[src/rtl/rr_dist_pkg.sv]
// rr_dist_pkg: shared sizing constants and channel index type for rr_fifo_distributor.
`default_nettype none

package rr_dist_pkg;
  localparam int DATA_W = 8;
  localparam int DEPTH  = 8;
  localparam int N_CH   = 4;
  localparam int PTR_W  = 3;
  localparam int CNT_W  = 4;

  typedef logic [1:0] ch_idx_t;
endpackage

`default_nettype wire

[src/rtl/dist_fifo.sv]
// dist_fifo: synchronous FIFO with registered, zero-when-idle read data and a drop flag.
`default_nettype none

module dist_fifo #(
  parameter int DATA_W = 8,
  parameter int DEPTH  = 8
) (
  input  logic              clk,
  input  logic              rst_n,
  input  logic              wen,
  input  logic              ren,
  input  logic [DATA_W-1:0] din,
  output logic [DATA_W-1:0] dout,
  output logic              valid,
  output logic              full,
  output logic              empty,
  output logic              drop
);
  localparam int PTR_W = $clog2(DEPTH);
  localparam int CNT_W = PTR_W + 1;

  logic [DATA_W-1:0] mem [DEPTH];
  logic [PTR_W-1:0]  wptr;
  logic [PTR_W-1:0]  rptr;
  logic [CNT_W-1:0]  count;
  logic              do_wr;
  logic              do_rd;

  // Full/empty come from the start-of-cycle count, so a same-edge
  // read cannot make room for a write and vice versa.
  assign full  = (count == CNT_W'(DEPTH));
  assign empty = (count == '0);
  assign do_wr = wen && !full;
  assign do_rd = ren && !empty;
  assign drop  = wen && full;

  always_ff @(posedge clk) begin
    if (do_wr) begin
      mem[wptr] <= din;
    end
  end

  always_ff @(posedge clk) begin
    if (!rst_n) begin
      wptr  <= '0;
      rptr  <= '0;
      count <= '0;
      dout  <= '0;
      valid <= 1'b0;
    end else begin
      if (do_wr) begin
        wptr <= wptr + PTR_W'(1);
      end
      if (do_rd) begin
        rptr  <= rptr + PTR_W'(1);
        dout  <= mem[rptr];
        valid <= 1'b1;
      end else begin
        dout  <= '0;
        valid <= 1'b0;
      end
      case ({do_wr, do_rd})
        2'b10:   count <= count + CNT_W'(1);
        2'b01:   count <= count - CNT_W'(1);
        default: count <= count;
      endcase
    end
  end
endmodule

`default_nettype wire

[src/rtl/rr_fifo_distributor.sv]
// rr_fifo_distributor: fans one write stream round-robin across four channel FIFOs.
`default_nettype none

module rr_fifo_distributor #(
  parameter int DATA_W = rr_dist_pkg::DATA_W,
  parameter int DEPTH  = rr_dist_pkg::DEPTH
) (
  input  logic              clk,
  input  logic              rst_n,
  input  logic              wen,
  input  logic [DATA_W-1:0] din,
  input  logic [3:0]        ren,
  output logic [DATA_W-1:0] a,
  output logic [DATA_W-1:0] b,
  output logic [DATA_W-1:0] c,
  output logic [DATA_W-1:0] d,
  output logic [3:0]        valid,
  output logic [3:0]        full,
  output logic [3:0]        empty,
  output logic              err,
  output logic [1:0]        sel
);
  import rr_dist_pkg::ch_idx_t;
  import rr_dist_pkg::N_CH;

  logic [DATA_W-1:0] dout [N_CH];
  logic [N_CH-1:0]   ch_wen;
  logic [N_CH-1:0]   drop;

  // sel moves on every write request, accepted or dropped.
  always_ff @(posedge clk) begin
    if (!rst_n) begin
      sel <= '0;
      err <= 1'b0;
    end else begin
      if (wen) begin
        sel <= sel + 2'd1;
      end
      err <= |drop;
    end
  end

  for (genvar i = 0; i < N_CH; i++) begin : g_ch
    assign ch_wen[i] = wen && (ch_idx_t'(sel) == ch_idx_t'(i));

    dist_fifo #(
      .DATA_W (DATA_W),
      .DEPTH  (DEPTH)
    ) u_fifo (
      .clk   (clk),
      .rst_n (rst_n),
      .wen   (ch_wen[i]),
      .ren   (ren[i]),
      .din   (din),
      .dout  (dout[i]),
      .valid (valid[i]),
      .full  (full[i]),
      .empty (empty[i]),
      .drop  (drop[i])
    );
  end

  assign a = dout[0];
  assign b = dout[1];
  assign c = dout[2];
  assign d = dout[3];
endmodule

`default_nettype wire

[config.mk]
export PLATFORM = sky130hd
export DESIGN_NAME = rr_fifo_distributor
export DESIGN_NICKNAME = d
export VERILOG_FILES = /design/src/rtl/rr_dist_pkg.sv /design/src/rtl/dist_fifo.sv /design/src/rtl/rr_fifo_distributor.sv
export SDC_FILE = /design/constraint.sdc
export NUM_CORES = 1
export LEC_CHECK = 0
export ABC_CLOCK_PERIOD_IN_PS = 2600
export BUFFER_PORTS_ARGS = -buffer_cell sky130_fd_sc_hd__clkbuf_2
export CAP_MARGIN = 15
export CORE_ASPECT_RATIO = 1.25
export CORE_MARGIN = 4
export CORE_UTILIZATION = 55
export CTS_CLUSTER_SIZE = 10
export DETAILED_ROUTE_END_ITERATION = 10
export PLACE_DENSITY_LB_ADDON = 0.1
export SKIP_CTS_REPAIR_TIMING = 1
export SYNTH_ARGS = -nofsm -noshare
export SYNTH_HDL_FRONTEND = slang
export SYNTH_SLANG_ARGS = --single-unit
[constraint.sdc]
create_clock -name clk -period 2.6 [get_ports clk]
set_clock_uncertainty 0.2 [all_clocks]
set_input_delay 0.26 -clock clk [delete_from_list [all_inputs] [get_ports clk]]
set_output_delay 0.26 -clock clk [all_outputs]
set_load 0.1 [all_outputs]
==> flow_metrics.py <==
metrics = {
    "worst_setup_path": {
        "end_kind": "flop",
        "r2r_setup_slack_ns": 0.03,
        "critical-path-slowest-cell": "or4b_4",
        "worstPathArrival_ns": 2.80,
        "critPathMaxStageDelay_ns": 0.54,
        "cp_cell_sequence": "or4b_4 > and3_4 > clkinv_4 > ha_4 > xor2_2 > ha_1 > a21oi_1 > xor2_1 > or3_1 > a21boi_1",
        "crit_type": "reg -> reg",
        "start_kind": "flop",
        "critPathBufInv": 1,
        "r2r-end": "g_ch[0].u_fifo.count[2]$_SDFFE_PN0P_",
        "crit_fanout": 8,
        "cp_top_family": "simple AND/OR/NAND/NOR gates",
        "r2r_start": "g_ch[0].u_fifo.count[0]$_SDFFE_PN0P_",
        "r2r.worst_path.cells": 10,
        "critical_path_required_ns": 2.83,
    },
    "floorplanning": {
        "die-height_um": 181,
        "core.rowCount": 63,
        "die_area_sq_um": 26500,
        "initial_core_util_pct": 55.7,
        "fp.dieW_um": 146,
        "io_pins": 62,
        "placeableCoreArea_sq_um": 23600,
    },
    "yosys": {
        "synth-async-reset-ratio_pct": 0,
        "syn_inst": 762,
        "synth.avg_cell_area_sq_um": 17.3,
        "synth_top_area_cell": "edfxtp_1",
        "synth_cell_types": 42,
        "syn_area_sq_um": 13200,
        "synth_ff_type": "edfxtp_1",
        "synth_top_area_share_pct": 58.4,
        "synth-seq-cells": 335,
        "synth_edf_count": 256,
        "syn_nets": 801,
        "ys.warnings.count": 0,
        "synthTopCellsByArea": "edfxtp_1 58%, dfxtp_1 12%, mux4_2 11%, mux2i_1 3.6%, ha_1 2.3%",
        "yosysSeqAreaShare_pct": 70.4,
    },
    "cts": {
        "clockRootBuffer": "clkbuf_16",
        "cts_num_sinks": 335,
        "cts.reportedPaths.clkPinSlew_ns": 0.05,
        "htree_levels": 2,
        "cts_tree": "built",
        "clock_latency_ns": 0.50,
        "cts_max_path_buffers": 3,
        "cts_buffers": 39,
    },
    "power": {
        "p_int_uw": 9840,
        "seq_power_share_pct": 45.2,
        "p_switching_uw": 3610,
        "peakVddDrop_mv": 0.922,
        "pwr-share-comb_pct": 18.4,
        "p_per_area_nw_per_um2": 874,
        "p_leak_uw": 0.00529,
        "power.share.switching_pct": 26.8,
        "p_clk_share_pct": 36.5,
    },
    "timing": {
        "tightest_slew_ns": 0.761,
        "setup_slack_ns": 0.0294,
        "setup-tns-final_ns": 0,
        "fin_crit_sh_pct": 98.9,
        "finalSetupViolations": 0,
        "hold_viol": 1,
        "fin_crit_ns": 2.57,
        "slew_headroom_pct": 49.3,
        "fmax_mhz": 389,
        "whs_ns": -0.0161,
        "rsz0062_at_grt": "yes",
        "drv_slew": 0,
    },
    "final_layout": {
        "fin_area_sq_um": 15400,
        "syn_to_final_growth_pct": 16.9,
        "mostFrequentLayoutCells": "256 x edfxtp_1, 74 x dfxtp_1, 65 x buf_4",
        "fin_cells": 1204,
        "diodes": 0,
        "drive_above_1_share_pct": 28.7,
        "layout.nets": 921,
        "nFillCells": 1682,
        "final_common_cell": "edfxtp_1",
    },
    "routing": {
        "drc": 0,
        "vias": 6883,
        "ant_nets": 0,
        "drt_first_iter_violations": 341,
        "first_pass_iters": 5,
        "wl_per_cell_um": 21.2,
        "via_per_inst": 5.72,
        "drt_wl_total_mm": 25.5,
    },
    "min_path": {
        "min_to": "err$_SDFF_PN0_",
        "hold_class": "in -> reg",
        "min_from": "wen",
        "whs_path_depth": 4,
    },
    "grt": {
        "use_met2_pct": 35.4,
        "antenna_found_initial": 0,
        "grt_usage_pct": 19.9,
        "grt_pass1_wl_mm": 40.8,
        "busiest_layer": "met2",
        "met3_usage_pct": 3.61,
        "grt_pass1_vias": 7423,
        "gr-total-overflow": 0,
        "grt_max_degree": 33,
        "grt_use_met1_pct": 25.0,
    },
    "outcome": {
        "status": "complete, but fails checks",
        "violations": "negative hold slack",
    },
    "placed_design": {
        "globalplace.congestion": 0.774,
        "portBuffers": 61,
        "pre_cts_ws_ns": -0.125,
        "dpl_cell_area_sq_um": 14100,
        "dp_cells": 1131,
        "hpwl_mm": 16.3,
    },
    "run": {
        "drv_cap": 0,
    },
}
## synth_stat cells, types with 2 or more instances
library cell	n
xnor2_1	14
buf_1	6
nor2b_1	16
or3_1	6
nor2_1	48
nor4bb_1	4
mux2i_1	48
o21ai_0	10
buf_4	12
mux4_2	64
nand2_1	28
nand4_1	5
clkbuf_1	17
o41a_1	4
a21oi_1	7
and2_1	19
inv_1	10
dfxtp_1	79
o31ai_1	2
buf_2	12
nand2b_1	12
or4b_4	2
nand3_2	2
ha_1	24
a21boi_0	7
nor4_1	7
nor3_1	14
nor4b_1	2
edfxtp_1	256
xor2_1	13
## power groups by stage
stage / registers (uW) / clock network [uW] / logic, uW
floorplan: 6460 / 0 / 1600
global placement: 6160 / 0 / 2330
detailed placement: 6180 / 0 / 2400
CTS: 6070 / 5040 / 2410
global route: 6090 / 5300 / 2650
finish: 6080 / 4900 / 2470
## state kept, by name, summed over array words and instances (netlist names)
| register | flops |
|---|---|
| g_ch.u_fifo.mem | 256 |
| g_ch.u_fifo.dout | 32 |
| g_ch.u_fifo.count | 16 |
| g_ch.u_fifo.rptr | 12 |
| g_ch.u_fifo.wptr | 12 |
| g_ch.u_fifo.valid | 4 |
| sel | 2 |
| err | 1 |
## layout make-up
| class | count | area (sq um) | area share, % |
|---|---|---|---|
| Sequential cell | 335 | 9280 | 60.3 |
| Multi-Input combinational cell | 367 | 3720 | 24.2 |
| Clock buffer | 71 | 1160 | 7.53 |
| Timing Repair Buffer | 127 | 813 | 5.28 |
| Tap cell | 292 | 365 | 2.37 |
| Inverter | 12 | 50.0 | 0.325 |
## worst max path at each step
stage                                              start  slack [ns]                                    to  depth (start not counted)
floorplan           g_ch[0].u_fifo.count[1]$_SDFFE_PN0P_       0.009  g_ch[0].u_fifo.count[2]$_SDFFE_PN0P_                         11
global placement    g_ch[0].u_fifo.count[3]$_SDFFE_PN0P_       0.003  g_ch[0].u_fifo.count[2]$_SDFFE_PN0P_                         10
detailed placement  g_ch[0].u_fifo.count[3]$_SDFFE_PN0P_       -0.13  g_ch[0].u_fifo.count[2]$_SDFFE_PN0P_                         10
CTS                 g_ch[0].u_fifo.count[3]$_SDFFE_PN0P_       -0.15  g_ch[0].u_fifo.count[2]$_SDFFE_PN0P_                         10
global route        g_ch[0].u_fifo.count[0]$_SDFFE_PN0P_       -0.08  g_ch[0].u_fifo.count[2]$_SDFFE_PN0P_                         10
finish              g_ch[0].u_fifo.count[0]$_SDFFE_PN0P_        0.03  g_ch[0].u_fifo.count[2]$_SDFFE_PN0P_                         10
## layer usage
metal,part of all wire [%],vias up
li1,-,3153
met4,1.9,0
met2,54,149
met3,4.5,40
met1,40,3541
met5,0,-
## through the flow
stage | util [%] | power [uW]
after floorplan | - | 8060
after CTS | 64.5 | 13500
after global placement | 59.6 | 8500
final | 65.1 | 13500
after global routing | 65.1 | 14000
after detailed placement | 59.6 | 8590
## tightest hold or removal path, delay by kind of cell
kind	cells	cell delay, ns
and+or+nand+nor	1	0.05
AOI/OAI and AO/OA	1	0.03
buffers and inverters	2	0.30
## cells by family after synthesis
group	Yosys count	share of synthesized area [%]
compound gates	34	1.75
xor+xnor	27	1.80
fa+ha+maj	24	2.28
buf+inv	60	2.26
flops	335	70.4
mux	112	14.6
simple gates	170	6.96
Power figures use the tool's default switching activity.
